--- src/rtl/combo_lock_param_if.sv ---
// Strobe/status bundle between the key front end and combo_lock_param.
// master drives the entry strobes; slave is the lock itself.
interface combo_lock_param_if #(
    parameter int DIGITS   = 6,
    parameter int DW       = 4,
    parameter int MAX_FAIL = 3
);
    logic                            digit_valid;
    logic [DW-1:0]                   digit;
    logic                            relock;
    logic                            prog;
    logic                            open;
    logic                            closed;
    logic                            locked_out;
    logic                            illegal;
    logic [$clog2(DIGITS+1)-1:0]     progress;
    logic [$clog2(MAX_FAIL+1)-1:0]   fail_cnt;

    modport master (
        output digit_valid, digit, relock, prog,
        input  open, closed, locked_out, illegal, progress, fail_cnt
    );

    modport slave (
        input  digit_valid, digit, relock, prog,
        output open, closed, locked_out, illegal, progress, fail_cnt
    );
endinterface

--- src/rtl/combo_lock_param.sv ---
// Parametrised combination lock with programmable code, fail counter and timed lockout.
// Optional inactivity timeout on partial entries is built when COMBO_TIMEOUT_EN is defined.
module combo_lock_param #(
    parameter int                     DIGITS       = 6,
    parameter int                     DW           = 4,
    parameter int                     MAX_DIGIT    = 9,
    parameter logic [DIGITS*DW-1:0]   DEFAULT_CODE = 24'h165963,
    parameter int                     MAX_FAIL     = 3,
    parameter int                     LOCKOUT_CYC  = 16,
    parameter int                     TIMEOUT_CYC  = 64
) (
    input logic               clk,
    input logic               reset,
    combo_lock_param_if.slave bus
);

    localparam int PW = $clog2(DIGITS + 1);
    localparam int FW = $clog2(MAX_FAIL + 1);
    localparam int LW = $clog2(LOCKOUT_CYC + 1);
    localparam int CW = DIGITS * DW;

    if (DIGITS < 2) begin : g_chk_digits
        $error("combo_lock_param: DIGITS must be at least 2");
    end
    if (MAX_DIGIT > (1 << DW) - 1) begin : g_chk_max_digit
        $error("combo_lock_param: MAX_DIGIT does not fit in DW bits");
    end
    if (MAX_FAIL < 1 || LOCKOUT_CYC < 1 || TIMEOUT_CYC < 1) begin : g_chk_counts
        $error("combo_lock_param: MAX_FAIL, LOCKOUT_CYC and TIMEOUT_CYC must be positive");
    end

    typedef enum logic [2:0] {
        ENTRY,
        OPEN,
        CLOSED,
        LOCKOUT,
        PROG
    } state_t;

    state_t          state;
    logic [CW-1:0]   code;
    logic [CW-1:0]   staging;
    logic [CW-1:0]   staged_next;
    logic [PW-1:0]   progress;
    logic            mismatch;
    logic [FW-1:0]   fail_cnt;
    logic [LW-1:0]   lock_cnt;
    logic            open_r;
    logic            closed_r;
    logic            locked_r;
    logic            illegal_r;

    logic [DW-1:0]   code_digit;
    logic            digit_illegal;
    logic            digit_bad;
    logic            last_digit;

`ifdef COMBO_TIMEOUT_EN
    localparam int TW = $clog2(TIMEOUT_CYC + 1);
    logic [TW-1:0]   idle_cnt;
    logic            idle_run;
    logic            idle_hit;

    // Only a partially entered code in ENTRY is subject to the inactivity limit.
    assign idle_run = (state == ENTRY) && (progress != '0) && !bus.digit_valid;
    assign idle_hit = idle_run && (idle_cnt == TW'(TIMEOUT_CYC - 1));
`endif

    always_comb begin
        code_digit    = code[int'(progress) * DW +: DW];
        digit_illegal = int'(bus.digit) > MAX_DIGIT;
        digit_bad     = digit_illegal || (bus.digit != code_digit);
        last_digit    = (progress == PW'(DIGITS - 1));
        staged_next   = staging;
        staged_next[int'(progress) * DW +: DW] = bus.digit;
    end

    always_ff @(posedge clk) begin
        if (reset) begin
            state     <= ENTRY;
            code      <= DEFAULT_CODE;
            staging   <= '0;
            progress  <= '0;
            mismatch  <= 1'b0;
            fail_cnt  <= '0;
            lock_cnt  <= '0;
            open_r    <= 1'b0;
            closed_r  <= 1'b0;
            locked_r  <= 1'b0;
            illegal_r <= 1'b0;
`ifdef COMBO_TIMEOUT_EN
            idle_cnt  <= '0;
`endif
        end else begin
            illegal_r <= 1'b0;
            case (state)
                ENTRY: begin
                    if (bus.digit_valid) begin
                        illegal_r <= digit_illegal;
                        if (last_digit) begin
                            progress <= '0;
                            mismatch <= 1'b0;
                            if (!(mismatch || digit_bad)) begin
                                state    <= OPEN;
                                open_r   <= 1'b1;
                                fail_cnt <= '0;
                            end else if (int'(fail_cnt) + 1 < MAX_FAIL) begin
                                state    <= CLOSED;
                                closed_r <= 1'b1;
                                fail_cnt <= fail_cnt + FW'(1);
                            end else begin
                                state    <= LOCKOUT;
                                locked_r <= 1'b1;
                                fail_cnt <= FW'(MAX_FAIL);
                                lock_cnt <= LW'(LOCKOUT_CYC);
                            end
                        end else begin
                            progress <= progress + PW'(1);
                            mismatch <= mismatch || digit_bad;
                        end
                    end
`ifdef COMBO_TIMEOUT_EN
                    else if (idle_hit) begin
                        progress <= '0;
                        mismatch <= 1'b0;
                    end
`endif
                end

                OPEN: begin
                    if (bus.relock) begin
                        state  <= ENTRY;
                        open_r <= 1'b0;
                    end else if (bus.prog) begin
                        state    <= PROG;
                        staging  <= '0;
                        progress <= '0;
                    end
                end

                CLOSED: begin
                    if (bus.relock) begin
                        state    <= ENTRY;
                        closed_r <= 1'b0;
                    end
                end

                // Exit is decided while the counter still reads 1 so the lockout lasts LOCKOUT_CYC cycles.
                LOCKOUT: begin
                    if (lock_cnt == LW'(1)) begin
                        state    <= ENTRY;
                        locked_r <= 1'b0;
                        fail_cnt <= '0;
                        lock_cnt <= '0;
                    end else begin
                        lock_cnt <= lock_cnt - LW'(1);
                    end
                end

                PROG: begin
                    if (bus.relock) begin
                        state    <= ENTRY;
                        open_r   <= 1'b0;
                        progress <= '0;
                    end else if (bus.digit_valid) begin
                        if (digit_illegal) begin
                            illegal_r <= 1'b1;
                            state     <= OPEN;
                            progress  <= '0;
                        end else if (last_digit) begin
                            staging  <= staged_next;
                            code     <= staged_next;
                            state    <= OPEN;
                            progress <= '0;
                        end else begin
                            staging  <= staged_next;
                            progress <= progress + PW'(1);
                        end
                    end
                end

                default: begin
                    state    <= ENTRY;
                    progress <= '0;
                    mismatch <= 1'b0;
                    open_r   <= 1'b0;
                    closed_r <= 1'b0;
                    locked_r <= 1'b0;
                end
            endcase

`ifdef COMBO_TIMEOUT_EN
            if (idle_run && !idle_hit) begin
                idle_cnt <= idle_cnt + TW'(1);
            end else begin
                idle_cnt <= '0;
            end
`endif
        end
    end

    assign bus.open       = open_r;
    assign bus.closed     = closed_r;
    assign bus.locked_out = locked_r;
    assign bus.illegal    = illegal_r;
    assign bus.progress   = progress;
    assign bus.fail_cnt   = fail_cnt;

endmodule
--- src/flat_wrapper.sv ---
// flat-port wrapper written by rule: the top's interface ports become plain ports
module combo_lock_param_flat 
#(
    parameter int                     DIGITS       = 6,
    parameter int                     DW           = 4,
    parameter int                     MAX_DIGIT    = 9,
    parameter logic [DIGITS*DW-1:0]   DEFAULT_CODE = 24'h165963,
    parameter int                     MAX_FAIL     = 3,
    parameter int                     LOCKOUT_CYC  = 16,
    parameter int                     TIMEOUT_CYC  = 64
)
  (clk, reset, bus_digit_valid, bus_digit, bus_relock, bus_prog, bus_open, bus_closed, bus_locked_out, bus_illegal, bus_progress, bus_fail_cnt);
  combo_lock_param_if #(.DIGITS(DIGITS), .DW(DW), .MAX_FAIL(MAX_FAIL)) bus_i ();
  input logic clk;
  input logic reset;
  input wire logic [$bits(bus_i.digit_valid)-1:0] bus_digit_valid;
  input wire logic [$bits(bus_i.digit)-1:0] bus_digit;
  input wire logic [$bits(bus_i.relock)-1:0] bus_relock;
  input wire logic [$bits(bus_i.prog)-1:0] bus_prog;
  output wire logic [$bits(bus_i.open)-1:0] bus_open;
  output wire logic [$bits(bus_i.closed)-1:0] bus_closed;
  output wire logic [$bits(bus_i.locked_out)-1:0] bus_locked_out;
  output wire logic [$bits(bus_i.illegal)-1:0] bus_illegal;
  output wire logic [$bits(bus_i.progress)-1:0] bus_progress;
  output wire logic [$bits(bus_i.fail_cnt)-1:0] bus_fail_cnt;
  assign bus_i.digit_valid = bus_digit_valid;
  assign bus_i.digit = bus_digit;
  assign bus_i.relock = bus_relock;
  assign bus_i.prog = bus_prog;
  assign bus_open = bus_i.open;
  assign bus_closed = bus_i.closed;
  assign bus_locked_out = bus_i.locked_out;
  assign bus_illegal = bus_i.illegal;
  assign bus_progress = bus_i.progress;
  assign bus_fail_cnt = bus_i.fail_cnt;
  combo_lock_param #(.DIGITS(DIGITS), .DW(DW), .MAX_DIGIT(MAX_DIGIT), .DEFAULT_CODE(DEFAULT_CODE), .MAX_FAIL(MAX_FAIL), .LOCKOUT_CYC(LOCKOUT_CYC), .TIMEOUT_CYC(TIMEOUT_CYC)) u_core (.clk(clk), .reset(reset), .bus(bus_i));
endmodule
--- config.mk ---
export PLATFORM = sky130hd
export DESIGN_NAME = combo_lock_param_flat
export DESIGN_NICKNAME = d
export VERILOG_FILES = /design/src/rtl/combo_lock_param_if.sv /design/src/rtl/combo_lock_param.sv /design/src/flat_wrapper.sv
export SDC_FILE = /design/constraint.sdc
export NUM_CORES = 1
export LEC_CHECK = 0
export CAP_MARGIN = 20
export CORE_ASPECT_RATIO = 1.1
export CORE_MARGIN = 5
export CORE_UTILIZATION = 40
export CTS_CLUSTER_DIAMETER = 150
export CTS_CLUSTER_SIZE = 14
export DETAILED_ROUTE_END_ITERATION = 8
export HOLD_SLACK_MARGIN = 0.08
export PLACE_DENSITY = 0.55
export SETUP_SLACK_MARGIN = 0.5
export SYNTH_ARGS = -nofsm -noshare
export SYNTH_HDL_FRONTEND = slang
export SYNTH_SLANG_ARGS = --single-unit
export TNS_END_PERCENT = 100
--- constraint.sdc ---
create_clock -name clk -period 2.8 [get_ports clk]
set_clock_uncertainty 0.1 [all_clocks]
set_input_delay 0.56 -clock clk [delete_from_list [all_inputs] [get_ports clk]]
set_output_delay 0.56 -clock clk [all_outputs]
set_load 0.02 [all_outputs]
==> metrics.txt <==
Hold Worst Slack 352.7 ps; Placer Congestion 0.8231; vias in the first global route 2,819; highest-count cells in the layout ignoring fill and taps 63 x dfxtp_1, 56 x nor2_1, 33 x mux2i_1; Antenna Nets Post-Route 0; Mapped Cells 395; largest area contributor in the netlist dfxtp_1; max-cap viol count 0; Slew headroom 0.4494; pin count of the biggest net entering global routing 35; # diodes 0; first-pass GRT wire length 14.78 mm; setup violators final 0; post-place setup slack 46.32 ps; fin nets 446; WL/cell 16.77 um; Top FF cell, synth dfxtp_1; syn_nets 410; Clock Path Buffers 2; CTS tree done; CTS root buf clkbuf_8; Post-synth EDFFs 0; max-slew violations 0; Worst path max stage delay 530 ps; syn_area_per_cell 8.625 um2; row cnt 35; FF+latch area 0.001330 mm2; H-tree depth 3; WS Path Type reg -> reg; chip height 106.8 um; Total GRT Usage 0.1768; Clock Latency Late Sink 340 ps; initial drt markers 134; CP Cell Sequence mux4_2 > and2_1 > or3_1 > a21o_1 > nor4_4 > buf_6 > o32ai_1; core area 0.008364 mm2; Post-Route WL 9.172 mm; Async S/R FF share, synth 0; power per cell area 611.5 mW/mm2; RSZ-0062 raised after global routing yes; HPWL after DPL 6.429 mm; ranking of synthesized cells by area dfxtp_1 39%, mux2i_1 10%, nor2_1 6.3%; Final Critical Period 2369 ps; io pins 18; Port Buffers 17; final worst path period share 0.8460; critical path peak fanout 13; Fin. Hold Viols 0; gr ovfl total 0; crit path DAT 2480 ps; Inserted Clock Buffers 9; worst-margin pin slew 822.8 ps; Peak Freq 0.4222 GHz; Area Overhead vs Synth 24.35%; Netlist cell types 50; drt first pass iters 4; layout cells sized above 1 0.1766; Layout Cell Area excl Fill 0.004237 mm2; footprint of the multi-input gates 0.002058 mm2; Die Area 0.01047 mm2; slowest CP cell mux4_2; sequential area share after synthesis 0.3878; fillers 813; final worst slack 431.3 ps; DIE WIDTH 98.00 um; DRC 0; Worst VDD drop 319.4 uV; Vias/cell 5.514; placed cell area 0.003874 mm2; Critical Path Sink Type register; outcome finished, final reports clean; worst min path class reg -> reg; most common cell after layout, fill and taps aside dfxtp_1; antenna violations before repair 0; Syn Std Cell Area 0.003407 mm2; via count 3,016; Synth warnings 0; setup TNS 0 ps; Yosys top cell area share 0.3878; CTS Sinks 66; Pleak 1.517 nW; Req. time, crit path 2910 ps; Worst setup SP type register; Clock Pin Slew Worst Setup and Hold Paths 80 ps; number of synthesized register bits 66; initial core utilization 0.4073
routing by layer:
layer	vias up	share of wire	track usage
li1	1514	-	-
met2	58	0.49	0.3050
met4	0	0.0099	0.03660
met5	-	0	0
met1	1438	0.46	0.2283
met3	6	0.039	0.03709
per-stage QoR:
stage / instances / power, mW / util
final: 547 / 2.590 / 0.5065
after global routing: 547 / 2.720 / 0.5065
after CTS: 543 / 2.543 / 0.4977
after detailed placement: 519 / 1.680 / 0.4631
after global placement: 519 / 1.681 / 0.4631
after floorplan: 395 / 1.509 / -
cells by family after synthesis:
group,synth area share
adder cells (fa/ha/maj),0.02203
multiplexers,0.1197
XOR/XNOR,0.01028
AO/OA/AOI/OAI,0.2112
buffers and inverters,0.04774
AND/OR/NAND/NOR,0.2013
flip-flops,0.3878
critical path, delay by kind of cell, from the launching register on:
family | cells | cell delay (ps)
DFF | 1 | 430
and+or+nand+nor | 3 | 680
muxes | 1 | 530
buffers and inverters | 1 | 200
AOI/OAI and AO/OA | 2 | 310
cell type report:
type | count | share of cell area
multi-input cells | 291 | 0.4858
flip-flops and latches | 66 | 0.3139
well taps | 111 | 0.03278
clock inverters | 5 | 0.01447
repair buffers | 52 | 0.1099
inverters | 11 | 0.009746
clock buffers | 11 | 0.03337
timing repair:
item,in CTS,in global routing
pin swaps,2,4
hold buffers,0,0
endpoints found under the hold margin,0,0
cloned,0,0
resized for setup,6,9
endpoints found under the setup margin,53,42
buffers inserted,8,4
power breakdown:
part	total (mW)	internal, mW	switching, mW
Sequential	1.01	0.965	0.0453
Combinational	0.741	0.329	0.412
Clock	0.839	0.443	0.396
cell usage after synthesis, drive strengths merged, types with 6 or more instances:
| library cell | number |
|---|---|
| mux2i | 34 |
| nand2b | 6 |
| nand2 | 31 |
| a211oi | 14 |
| ha | 6 |
| inv | 11 |
| clkbuf | 21 |
| dfxtp | 66 |
| a22oi | 20 |
| a21oi | 13 |
| o211ai | 13 |
| o21ai | 18 |
| nand3 | 6 |
| nor2 | 58 |
| buf | 6 |
| nor3b | 6 |
| nor3 | 6 |
sequential cells by signal (all words and copies together) (netlist names), 2 cells and up:
register,cells
u_core.bus.fail_cnt,2
u_core.bus.progress,3
u_core.code,24
u_core.lock_cnt,5
u_core.staging,24
u_core.state,3
path summary, 6_finish.rpt:
check / end / slack, ps / from / cells after the start
max: u_core.state[1]$_SDFFE_PP0P_ / 430 / u_core.bus.progress[0]$_SDFFE_PP0P_ / 7
min: u_core.bus.locked_out$_SDFFE_PP0P_ / 350 / u_core.bus.locked_out$_SDFFE_PP0P_ / 2
max reg2reg: u_core.state[1]$_SDFFE_PP0P_ / 430 / u_core.bus.progress[0]$_SDFFE_PP0P_ / 7
min reg2reg: u_core.bus.locked_out$_SDFFE_PP0P_ / 350 / u_core.bus.locked_out$_SDFFE_PP0P_ / 2
Power figures use the tool's default switching activity.
